$ cat config.mk
export PLATFORM = sky130hd
export DESIGN_NAME = ser_scheduler
export DESIGN_NICKNAME = d
export VERILOG_FILES = /design/src/rtl/ser_pkg.sv /design/src/rtl/rr_arbiter.sv /design/src/rtl/ser_scheduler.sv
export SDC_FILE = /design/constraint.sdc
export NUM_CORES = 1
export LEC_CHECK = 0
export ABC_AREA = 1
export CORE_ASPECT_RATIO = 0.7
export CORE_MARGIN = 2
export CORE_UTILIZATION = 30
export CTS_BUF_LIST = sky130_fd_sc_hd__clkbuf_8
export DETAILED_ROUTE_END_ITERATION = 10
export HOLD_SLACK_MARGIN = 0.15
export PLACE_DENSITY_LB_ADDON = 0.2
export SYNTH_ARGS = -nofsm -noshare
export SYNTH_HDL_FRONTEND = slang
export SYNTH_SLANG_ARGS = --single-unit
$ cat constraint.sdc
create_clock -name clk_i -period 5.3 [get_ports clk_i]
set_input_delay 0.53 -clock clk_i [delete_from_list [all_inputs] [get_ports clk_i]]
set_output_delay 0.53 -clock clk_i [all_outputs]
set_load 0.05 [all_outputs]
$ cat src/rtl/ser_pkg.sv
// Shared types, constants and the bit-count legality check for the serializer scheduler.
package ser_pkg;

  typedef enum logic [1:0] {IDLE, START, ACK, RUN} ser_sched_state_t;

  localparam int SER_MOD_MIN     = 3;
  localparam int SER_MOD_MAX     = 16;
  localparam int SER_ACK_TIMEOUT = 2;

  // A mod of 0 encodes a full 16-bit word.
  function automatic logic ser_mod_legal(input logic [31:0] mod);
    return (mod == 32'd0) ||
           ((mod >= 32'(SER_MOD_MIN)) && (mod <= 32'(SER_MOD_MAX)));
  endfunction

endpackage

$ cat src/rtl/rr_arbiter.sv
// Round-robin arbiter: searches the request vector starting one past the last grant.
module rr_arbiter #(
  parameter int N_CH  = 4,
  parameter int IDX_W = $clog2(N_CH)
) (
  input  logic [N_CH-1:0]  req,
  input  logic [IDX_W-1:0] last_gnt,
  output logic [N_CH-1:0]  gnt,
  output logic [IDX_W-1:0] gnt_idx,
  output logic             gnt_val
);

  logic [IDX_W-1:0] cand;

  always_comb begin
    gnt     = '0;
    gnt_idx = '0;
    gnt_val = 1'b0;
    cand    = '0;
    for (int i = 1; i <= N_CH; i++) begin
      cand = IDX_W'((int'(last_gnt) + i) % N_CH);
      if (!gnt_val && req[cand]) begin
        gnt_val = 1'b1;
        gnt_idx = cand;
      end
    end
    gnt[gnt_idx] = gnt_val;
  end

endmodule

$ cat src/rtl/ser_scheduler.sv
// Shares one serializer between N_CH requesters via per-channel holding registers.
// Optional build macro SER_SCHED_PRIO_EN makes channel 0 strict-priority.
module ser_scheduler #(
  parameter int N_CH   = 4,
  parameter int DATA_W = 16,
  parameter int MOD_W  = 5
) (
  input  logic                     clk_i,
  input  logic                     rst_i,
  input  logic [N_CH-1:0]          req_val_i,
  input  logic [N_CH*DATA_W-1:0]   req_data_i,
  input  logic [N_CH*MOD_W-1:0]    req_mod_i,
  output logic [N_CH-1:0]          req_rdy_o,
  output logic [DATA_W-1:0]        ser_data_o,
  output logic [MOD_W-1:0]         ser_mod_o,
  output logic                     ser_val_o,
  input  logic                     ser_busy_i,
  output logic [$clog2(N_CH)-1:0]  gnt_id_o,
  output logic                     busy_o,
  output logic                     drop_o,
  output logic                     err_o
);

  import ser_pkg::*;

  localparam int IDX_W = $clog2(N_CH);

  ser_sched_state_t state_q, state_d;

  logic [N_CH-1:0]   hold_full;
  logic [DATA_W-1:0] hold_data [N_CH];
  logic [MOD_W-1:0]  hold_mod  [N_CH];
  logic [IDX_W-1:0]  last_gnt;

  logic [N_CH-1:0]   arb_req, arb_gnt, pick_sel;
  logic [IDX_W-1:0]  arb_idx, pick_idx;
  logic              arb_val, pick_val, pick_legal, last_upd;
  logic              grant, ack_expire, drop_q, err_q;
  logic [1:0]        ack_cnt;

  rr_arbiter #(.N_CH(N_CH), .IDX_W(IDX_W)) u_arb (
    .req      (arb_req),
    .last_gnt (last_gnt),
    .gnt      (arb_gnt),
    .gnt_idx  (arb_idx),
    .gnt_val  (arb_val)
  );

`ifdef SER_SCHED_PRIO_EN
  // Channel 0 bypasses the rotation and leaves the pointer alone.
  assign arb_req  = hold_full & ~N_CH'(1);
  assign pick_sel = hold_full[0] ? N_CH'(1) : arb_gnt;
  assign pick_idx = hold_full[0] ? '0 : arb_idx;
  assign pick_val = hold_full[0] | arb_val;
  assign last_upd = ~hold_full[0];
`else
  assign arb_req  = hold_full;
  assign pick_sel = arb_gnt;
  assign pick_idx = arb_idx;
  assign pick_val = arb_val;
  assign last_upd = 1'b1;
`endif

  assign pick_legal = ser_mod_legal(32'(hold_mod[pick_idx]));
  assign req_rdy_o  = ~hold_full;
  assign ser_val_o  = (state_q == START);
  assign busy_o     = (state_q != IDLE);
  assign drop_o     = drop_q;
  assign err_o      = err_q;

  always_ff @(posedge clk_i or posedge rst_i) begin
    if (rst_i) state_q <= IDLE;
    else       state_q <= state_d;
  end

  always_comb begin
    state_d    = state_q;
    grant      = 1'b0;
    ack_expire = 1'b0;
    case (state_q)
      IDLE: begin
        if (pick_val) begin
          grant   = 1'b1;
          state_d = pick_legal ? START : IDLE;
        end
      end
      START: state_d = ACK;
      ACK: begin
        if (ser_busy_i) begin
          state_d = RUN;
        end else if (ack_cnt == 2'(SER_ACK_TIMEOUT - 1)) begin
          ack_expire = 1'b1;
          state_d    = IDLE;
        end
      end
      RUN: if (!ser_busy_i) state_d = IDLE;
      default: state_d = IDLE;
    endcase
  end

  // A granted register empties at the grant edge so the channel can refill during the frame.
  always_ff @(posedge clk_i or posedge rst_i) begin
    if (rst_i) begin
      hold_full <= '0;
      for (int c = 0; c < N_CH; c++) begin
        hold_data[c] <= '0;
        hold_mod[c]  <= '0;
      end
    end else begin
      for (int c = 0; c < N_CH; c++) begin
        if (grant && pick_sel[c]) begin
          hold_full[c] <= 1'b0;
        end else if (req_val_i[c] && !hold_full[c]) begin
          hold_full[c] <= 1'b1;
          hold_data[c] <= req_data_i[c*DATA_W +: DATA_W];
          hold_mod[c]  <= req_mod_i[c*MOD_W +: MOD_W];
        end
      end
    end
  end

  always_ff @(posedge clk_i or posedge rst_i) begin
    if (rst_i) begin
      ser_data_o <= '0;
      ser_mod_o  <= '0;
      gnt_id_o   <= '0;
      last_gnt   <= IDX_W'(N_CH - 1);
      drop_q     <= 1'b0;
      err_q      <= 1'b0;
      ack_cnt    <= '0;
    end else begin
      drop_q <= grant & ~pick_legal;
      if (grant) begin
        ser_data_o <= hold_data[pick_idx];
        ser_mod_o  <= hold_mod[pick_idx];
        gnt_id_o   <= pick_idx;
        if (last_upd) last_gnt <= pick_idx;
      end
      if (state_q == START)                  ack_cnt <= '0;
      else if (state_q == ACK && !ser_busy_i) ack_cnt <= ack_cnt + 2'd1;
      if (ack_expire) err_q <= 1'b1;
    end
  end

endmodule

==> impl_results.rst <==
.. list-table::
   :header-rows: 1

   * - Metric
     - Value
   * - Result of the run
     - complete, no violations
   * - Final routed DRC violation total
     - 0
   * - Root buffer selected by CTS
     - sky130_fd_sc_hd__clkbuf_8
   * - #FFs+latches synth
     - 119
   * - Total of hold buffers inserted after clock tree synthesis
     - 0
   * - RSZ-0062 raised after global routing
     - false
   * - Largest net degree at the start of global routing
     - 80
   * - Clock buffer depth
     - 2
   * - Critical path capture point type
     - flop
   * - Met1 track utilization from global routing
     - 23.4%
   * - Share of synthesized flip-flops with an asynchronous set or reset
     - 100%
   * - Width of the die
     - 162 um
   * - Number of rows in the core area
     - 40
   * - Busiest grt layer
     - met2
   * - Starting density of the core
     - 30.6%
   * - Worst hold path type
     - flop to flop
   * - Achievable frequency
     - 0.340 GHz
   * - GR met3 Demand/Resource
     - 4.96%
   * - Count of TritonRoute iterations in the first routing pass
     - 6
   * - Final Non-Filler Cells
     - 844
   * - Antenna diode instance count
     - 0
   * - Commonest cells in the synthesized netlist
     - 117 x sky130_fd_sc_hd__dfrtp_1, 117 x sky130_fd_sc_hd__nand2_1, 84 x sky130_fd_sc_hd__mux2_2
   * - Power Density
     - 732 mW/mm2
   * - I/O Pins
     - 122
   * - Biggest area contributors in the synthesized netlist
     - sky130_fd_sc_hd__dfrtp_1 56%, sky130_fd_sc_hd__mux2_2 18%, sky130_fd_sc_hd__nand2_1 8.4%
   * - CTS tree
     - yes
   * - Launching element type of the critical path
     - flop
   * - Overall track demand over capacity in global routing
     - 16.3%
   * - Total congestion overflow after global routing
     - 0
   * - Final setup fails
     - 0
   * - Number of global-route vias before repair
     - 4181
   * - Die area
     - 0.0186 mm2
   * - Number of unique standard cell types used by synthesis
     - 30
   * - Port bufs
     - 121
   * - Number of buffers added by the clock tree synthesis step
     - 17
   * - Max Cap Violations
     - 0
   * - Routability congestion estimate
     - 0.853
   * - Final Net Count
     - 692
   * - Final hold slack
     - 487 ps
   * - Skew final
     - 14.1 ps
   * - Wire length of the first global-routing pass
     - 22900 um
   * - Clk Latency, worst-skew pair
     - 430 ps
   * - Total cell area at the placement stage
     - 0.00669 mm2
   * - Cell Count Post-Placement
     - 812
   * - Worst ir drop on vdd
     - 0.296 mV
   * - Via density per instance
     - 4.68
   * - Routed length per placed instance
     - 17.2 um
   * - Final critical path time including I/O delays and setup
     - 2940 ps
   * - Height of the die
     - 115 um
   * - Clock transition time at the flip-flop clock pins of the worst setup and hold paths
     - 70 ps
   * - Setup total negative slack
     - 0 ps
   * - Max-slew violation count
     - 0
   * - Leakage dissipation
     - 3.11 nW
   * - Total Routed Length
     - 14500 um
   * - Half-perimeter wire length of the detailed placement result
     - 10200 um
   * - Met2 track demand over resource
     - 24.2%
   * - Finished Cell Area
     - 0.00710 mm2
   * - Total of warnings raised by yosys
     - 0
   * - Layout cell share with drive strength beyond 1
     - 24.0%
   * - Normalized max-slew margin
     - 34.4%
   * - Number of enable flip-flop cells after synthesis
     - 0
   * - WP data arrival
     - 3260 ps
   * - Primary FF master, synth
     - sky130_fd_sc_hd__dfrtp_1
   * - Avg Cell Area, Syn
     - 11.1 um2
   * - Core box area
     - 0.0172 mm2
   * - Synth-to-layout area growth
     - 35.2%
   * - Pin slew with the least headroom to its limit
     - 984 ps
   * - Cell taking the most area after synthesis
     - sky130_fd_sc_hd__dfrtp_1
   * - Util after Layout
     - 41.4%
   * - Top cell type's share of synthesized area
     - 55.7%
   * - Violation count after the first detailed-routing iteration
     - 214
   * - Post-route antenna net violation count
     - 0
   * - Final number of hold-violating endpoints
     - 0
   * - Fin crit share
     - 55.5%
   * - Post-CTS Repair Setup Buffers
     - 0
   * - Portion of the post-synthesis area used by sequential elements
     - 56.7%
   * - Number of cells upsized or downsized after cts
     - 0
   * - Crit path required time
     - 5610 ps
   * - Critical Setup Path Class
     - flop to flop
   * - Number of nets produced by synthesis
     - 566
   * - Largest fanout on the critical path
     - 37
   * - Detailed-route via count
     - 3947
   * - Maximum level of the CTS H-tree
     - 4
   * - Synth Instances
     - 474
   * - Post-synthesis instance area
     - 0.00525 mm2
   * - R2R setup slack
     - 2360 ps
   * - Antenna violations before repair
     - 1
   * - Number of sinks handled by clock tree synthesis
     - 119
metal layers:
metal	up-vias	wire length [um]
li1	1877	-
met1	1944	7150
met2	117	6230
met3	9	1050
met4	0	74
met5	-	0
state kept, by name (all words and copies together) (netlist names), 2 cells and up:
name / count
hold_mod: 20
gnt_id_o: 2
ser_mod_o: 5
hold_data: 64
state_q: 2
ser_data_o: 16
ack_cnt: 2
arb_req: 4
last_gnt: 2
per-stage QoR:
step,power [mW],setup WS [ps]
floorplan,3.61,1620
global placement,4.30,2490
detailed placement,4.38,2380
CTS,5.23,2350
global route,5.60,2100
finish,5.20,2360
power by group:
group | leakage [nW] | internal, mW | switching [mW]
logic | 1.50 | 0.996 | 1.70
registers | 1.41 | 1.37 | 0.292
clock network | 0.199 | 0.448 | 0.391
total | 3.11 | 2.82 | 2.38
worst paths after layout:
check / from / end / cells after the start
worst max-delay path: last_gnt[0]$_DFFE_PP1P_ / last_gnt[0]$_DFFE_PP1P_ / 11
worst min-delay path: gnt_id_o[0]$_DFFE_PP0P_ / gnt_id_o[0]$_DFFE_PP0P_ / 2
worst max register to register: last_gnt[0]$_DFFE_PP1P_ / last_gnt[0]$_DFFE_PP1P_ / 11
worst min register to register: gnt_id_o[0]$_DFFE_PP0P_ / gnt_id_o[0]$_DFFE_PP0P_ / 2
max in group asynchronous: rst_i / hold_data[14]$_DFFE_PP0P_ / 3
min in group asynchronous: rst_i / hold_data[4]$_DFFE_PP0P_ / 2
cell usage in the layout (no fill, tap or decap), types with 5 or more instances in the layout:
master                            Yosys  layout
sky130_fd_sc_hd__dfrtp_1            117     117
sky130_fd_sc_hd__clkdlybuf4s50_1      0     121
sky130_fd_sc_hd__buf_4                5       5
sky130_fd_sc_hd__o21ai_0              8       8
sky130_fd_sc_hd__mux2_2              84      84
sky130_fd_sc_hd__nand2_1            117     117
sky130_fd_sc_hd__a22oi_1             22      22
sky130_fd_sc_hd__inv_1               18      17
sky130_fd_sc_hd__clkbuf_8             0      19
sky130_fd_sc_hd__nand3_1             17      17
sky130_fd_sc_hd__a31oi_1             14      14
sky130_fd_sc_hd__inv_2                6       6
sky130_fd_sc_hd__nand4_1              6       6
sky130_fd_sc_hd__nor2_1              20      20
area by class of cell:
cell class	instances	area, um2
clock buffers	19	262
clock inverters	13	145
fillers	1655	10100
inverters	25	98.8
multi-input cells	311	2080
flip-flops and latches	119	2980
well taps	231	289
repair buffers	126	1250
worst max-delay path, stage by stage (launching register included):
cell,delay [ps]
sky130_fd_sc_hd__dfstp_2,630
sky130_fd_sc_hd__inv_4,80
sky130_fd_sc_hd__nand2_1,90
sky130_fd_sc_hd__nand3_1,80
sky130_fd_sc_hd__nand2_1,140
sky130_fd_sc_hd__inv_1,90
sky130_fd_sc_hd__nor2_4,120
sky130_fd_sc_hd__nand3_2,240
sky130_fd_sc_hd__nand2_1,550
sky130_fd_sc_hd__inv_2,440
sky130_fd_sc_hd__nand2_1,250
sky130_fd_sc_hd__o21ai_0,130
cell families (layout without fill, tap and decap cells):
kind of cell             after synthesis  in the layout  synth area share, %
AO/OA/AOI/OAI                         53             53                 6.79
adder cells (fa/ha/maj)                1              1                0.238
buffers and inverters                 44            183                 3.74
flip-flops                           119            119                 56.7
multiplexers                          84             84                 18.0
AND/OR/NAND/NOR                      173            173                 14.5
(Power assumes the default switching activity.)
==> RTL edit 1 (same settings) <==
The option `SER_SCHED_PRIO_EN` is turned on by a define.
--- a/src/rtl/ser_scheduler.sv
+++ b/src/rtl/ser_scheduler.sv
@@ -1,5 +1,7 @@
 // Shares one serializer between N_CH requesters via per-channel holding registers.
 // Optional build macro SER_SCHED_PRIO_EN makes channel 0 strict-priority.
+`define SER_SCHED_PRIO_EN
+
 module ser_scheduler #(
   parameter int N_CH   = 4,
   parameter int DATA_W = 16,
Formal check against the unedited RTL: not equivalent (Yosys sat finds a counterexample within 4 cycles, from zero or initial values and one cycle with rst_i high).
==> RTL edit 1 against the original RTL <==
Clock skew decreased by 4.9 ps; total power decreased by 0.74%; sequential cell count unchanged; worst setup slack improved by 50 ps; area after synthesis increased by 1.9%; final area increased by 1.6%; synthesized cell count increased by 13%; wire length increased by 2.5%; largest cell class unchanged; highest routed layer unchanged.
==> RTL edit 1: results <==
drt:
  dr.pass1.iters: 5
  drtIter0Drc: 328
  routed_via_density: 4.798
  wl_per_cell_um: 16.52
worst_setup_path:
  crit_path_max_fanout: 43
  arrival_ps: 3210
synthesis:
  syn_nets: 629
  synthTopCellsByCount: "dfrtp_1 (117), nor2_1 (74), mux2_2 (56)"
  yosys-top-cells-area: "dfrtp_1 (55%), mux2_2 (12%), nor2_1 (5.2%)"
  synth_top_area_share: 0.5467
  ys_types: 33
global_routing:
  grt_max_degree: 81
  first_global_vias: 4283
  grt_pass1_wl_mm: 23.14
  track_usage: 0.1634
  grt_antenna_before_repair: 0
final_layout:
  finalNetCount: 748
  layout-drive-gt1-share: 0.1704
place:
  postPlaceCellArea_mm2: 0.006771
  hpwl_mm: 10.44
  pre_cts_ws_ps: 2396
  gp_congestion: 0.8332
sta:
  relSlewSlack: 0.2436
  finClkSkew_ps: 9.218
cts:
  cts.path.max_buffers: 2
  cts_resized: 0
status:
  status: "finished clean"
power_and_ir_drop:
  power.leakage_uw: 0.003188
  vdd_ir_drop_max_mv: 0.3589
## RTL edit 1: worst max-delay path: stages (launching register included)
cell	delay, ps
dfstp_2	660
inv_4	80
nand2_2	80
nand2_2	80
nand2_2	100
nand2_2	70
nor2_4	110
nand2_2	100
nand3_4	130
nand3_4	390
inv_2	470
nand2_1	90
nand3_1	90
nand2_1	70
nand2_1	60
nand2_1	60
nand2_1	60
a21oi_1	60
## RTL edit 1: area by class of cell
cell class | instances | area, um2
Fill cell | 1697 | 10100
Sequential cell | 119 | 2980
Multi-Input combinational cell | 342 | 2063
Timing Repair Buffer | 125 | 1241
Clock buffer | 21 | 289.0
Tap cell | 231 | 289.0
Inverter | 51 | 197.7
Clock inverter | 11 | 153.9
## RTL edit 1: per-stage QoR
stage / power, uW / instances
2_1_floorplan: 3524 / 537
3_3_place_gp: 4194 / 868
3_5_place_dp: 4260 / 868
4_1_cts: 5199 / 900
5_1_grt: 5539 / 900
6_report: 5162 / 900
## RTL edit 1: cells by family (layout without fill, tap and decap cells)
kind of cell / after synthesis / after routing / share of synthesized area
muxes: 56 / 56 / 0.1178
buffers and inverters: 76 / 208 / 0.05818
DFF: 119 / 119 / 0.5565
and+or+nand+nor: 171 / 171 / 0.1432
xor gates and xnor gates: 1 / 1 / 0.001636
AOI/OAI and AO/OA: 113 / 113 / 0.1203
adders and majority gates: 1 / 1 / 0.002336
## RTL edit 1: final timing paths
path / start / endpoint / slack, ps / cells past startpoint
worst max-delay path: last_gnt[0]$_DFFE_PP1P_ / state_q[0]$_DFFE_PP0P_ / 2410 / 17
worst min-delay path: err_o$_DFFE_PP0P_ / err_o$_DFFE_PP0P_ / 490 / 1
worst max register to register: last_gnt[0]$_DFFE_PP1P_ / state_q[0]$_DFFE_PP0P_ / 2410 / 17
worst min register to register: err_o$_DFFE_PP0P_ / err_o$_DFFE_PP0P_ / 490 / 1
max in group asynchronous: rst_i / hold_data[49]$_DFFE_PP0P_ / 3470 / 3
min in group asynchronous: rst_i / hold_full[1]$_DFFE_PP0P_ / 680 / 2
## RTL edit 1: report_power, final
group / internal (uW) / switching, uW / leakage, uW
logic: 952 / 1670 / 0.00159
registers: 1370 / 256 / 0.00136
clock network: 556 / 363 / 0.000235
## RTL edit 1: layer usage
| metal | share of wire | track usage | up-vias |
|---|---|---|---|
| met4 | 0.011 | 0.05673 | 0 |
| li1 | - | - | 2047 |
| met2 | 0.42 | 0.2359 | 176 |
| met5 | 0 | 0 | - |
| met1 | 0.49 | 0.2408 | 2078 |
| met3 | 0.076 | 0.03722 | 17 |
==> RTL edit 2 (same settings) <==
Made on the original files. Reset style: synchronous (`rst_i`), changed in 3 clocked blocks.
--- a/src/rtl/ser_scheduler.sv
+++ b/src/rtl/ser_scheduler.sv
@@ -68,7 +68,7 @@
   assign drop_o     = drop_q;
   assign err_o      = err_q;
 
-  always_ff @(posedge clk_i or posedge rst_i) begin
+  always_ff @(posedge clk_i) begin
     if (rst_i) state_q <= IDLE;
     else       state_q <= state_d;
   end
@@ -99,7 +99,7 @@
   end
 
   // A granted register empties at the grant edge so the channel can refill during the frame.
-  always_ff @(posedge clk_i or posedge rst_i) begin
+  always_ff @(posedge clk_i) begin
     if (rst_i) begin
       hold_full <= '0;
       for (int c = 0; c < N_CH; c++) begin
@@ -119,7 +119,7 @@
     end
   end
 
-  always_ff @(posedge clk_i or posedge rst_i) begin
+  always_ff @(posedge clk_i) begin
     if (rst_i) begin
       ser_data_o <= '0;
       ser_mod_o  <= '0;
Check against the original RTL: differs if rst_i is asserted again (counterexample within 4 cycles, from zero or initial values and one cycle with rst_i high); with rst_i held inactive, the same outputs for 4 cycles.
==> RTL edit 2 against the original RTL <==
Worst setup slack got worse by 190 ps; largest power group unchanged; area after synthesis rose by 6.2%; final area is 3.5% higher; wire length is 14% higher; sequential power is 19% lower; total power is 4.4% lower; sequential cell count is the same; core utilization is 0.80 points lower; non-clock buffer count down 4.
==> RTL edit 2: results <==
synthesis:
  synth_adder_area_share: 0.002242
  synthTopCellsByCount: "inv_1 (135), nor2_1 (132), edfxtp_1 (84)"
  async_flop_share: 0
  synth-compound-area-share: 0.1096
  muxShareOfSynthArea: 0
  syn_nets: 714
  synth_seq_area_share: 0.5774
  yosys-top-cells-area: "edfxtp_1 (45%), dfxtp_1 (13%), inv_1 (9.1%)"
  synth_edf_count: 84
  ys_types: 37
power_and_ir_drop:
  clock_power_share: 0.165
  p_int_uw: 2517
  vdd_ir_drop_max_mv: 0.3058
  power.leakage_uw: 0.003340
  comb_cell_power_uw: 2790
final_layout:
  num-multi-input-gates: 333
  buf_share: 0.1659
  nFillCells: 1817
  n_clock_buffer: 18
  inverters: 142
  antenna_cells: 0
  clock_area_frac: 0.05331
  finalNetCount: 827
  final_area_mm2: 0.007346
  buffers: 122
  multi_input_area_mm2: 0.001679
drt:
  wl_met3_mm: 1.194
  wl_mm: 16.50
  met2_length_mm: 6.606
  met1_length_mm: 8.530
  drtIter0Drc: 382
  vias: 4518
  dr.pass1.iters: 5
global_routing:
  grt_antenna_before_repair: 0
  use_met2: 0.2297
  track_usage: 0.1696
  gr-usage-met3: 0.04573
  use_met1: 0.2646
worst_setup_path:
  r2r-start: "last_gnt[0]$_SDFFE_PP1P_"
  arrival_ps: 3510
  critPathSlowestCell: "dfxtp_1"
  crit_path_max_incr_delay_ps: 620
  crit_path_max_fanout: 43
status:
  status: "finished clean"
place:
  postPlaceCellArea_mm2: 0.006954
  gp_congestion: 0.9148
sta:
  relSlewSlack: 0.2526
  finClkSkew_ps: 11.73
hold_path:
  hold_start: "gnt_id_o[1]$_SDFFE_PP0P_"
floorplanning:
  n_tap_cell: 236
[RTL edit 2: path summary, 6_finish.rpt]
path,to,slack (ps),cells after the start
max,ser_data_o[11]$_SDFFE_PP0P_,2170,14
min,gnt_id_o[1]$_SDFFE_PP0P_,470,2
max reg2reg,ser_data_o[11]$_SDFFE_PP0P_,2170,14
min reg2reg,gnt_id_o[1]$_SDFFE_PP0P_,470,2
[RTL edit 2: stage by stage]
step / total power, uW / hold slack [ps] / cells / setup WS, ps
2_1_floorplan: 3385 / 469.1 / 622 / 2786
3_5_place_dp: 4126 / 464.1 / 952 / 1693
4_1_cts: 4959 / 476.2 / 984 / 2137
6_report: 4973 / 472.9 / 984 / 2168
5_1_grt: 5326 / 515.2 / 984 / 1770
3_3_place_gp: 4095 / 462.2 / 952 / 1768
[RTL edit 2: worst min-delay path: cells and delay by family (launching register included)]
| kind | cells | cell delay, ps |
|---|---|---|
| flip-flops | 1 | 310 |
| AND/OR/NAND/NOR | 1 | 60 |
| AO/OA/AOI/OAI | 1 | 50 |
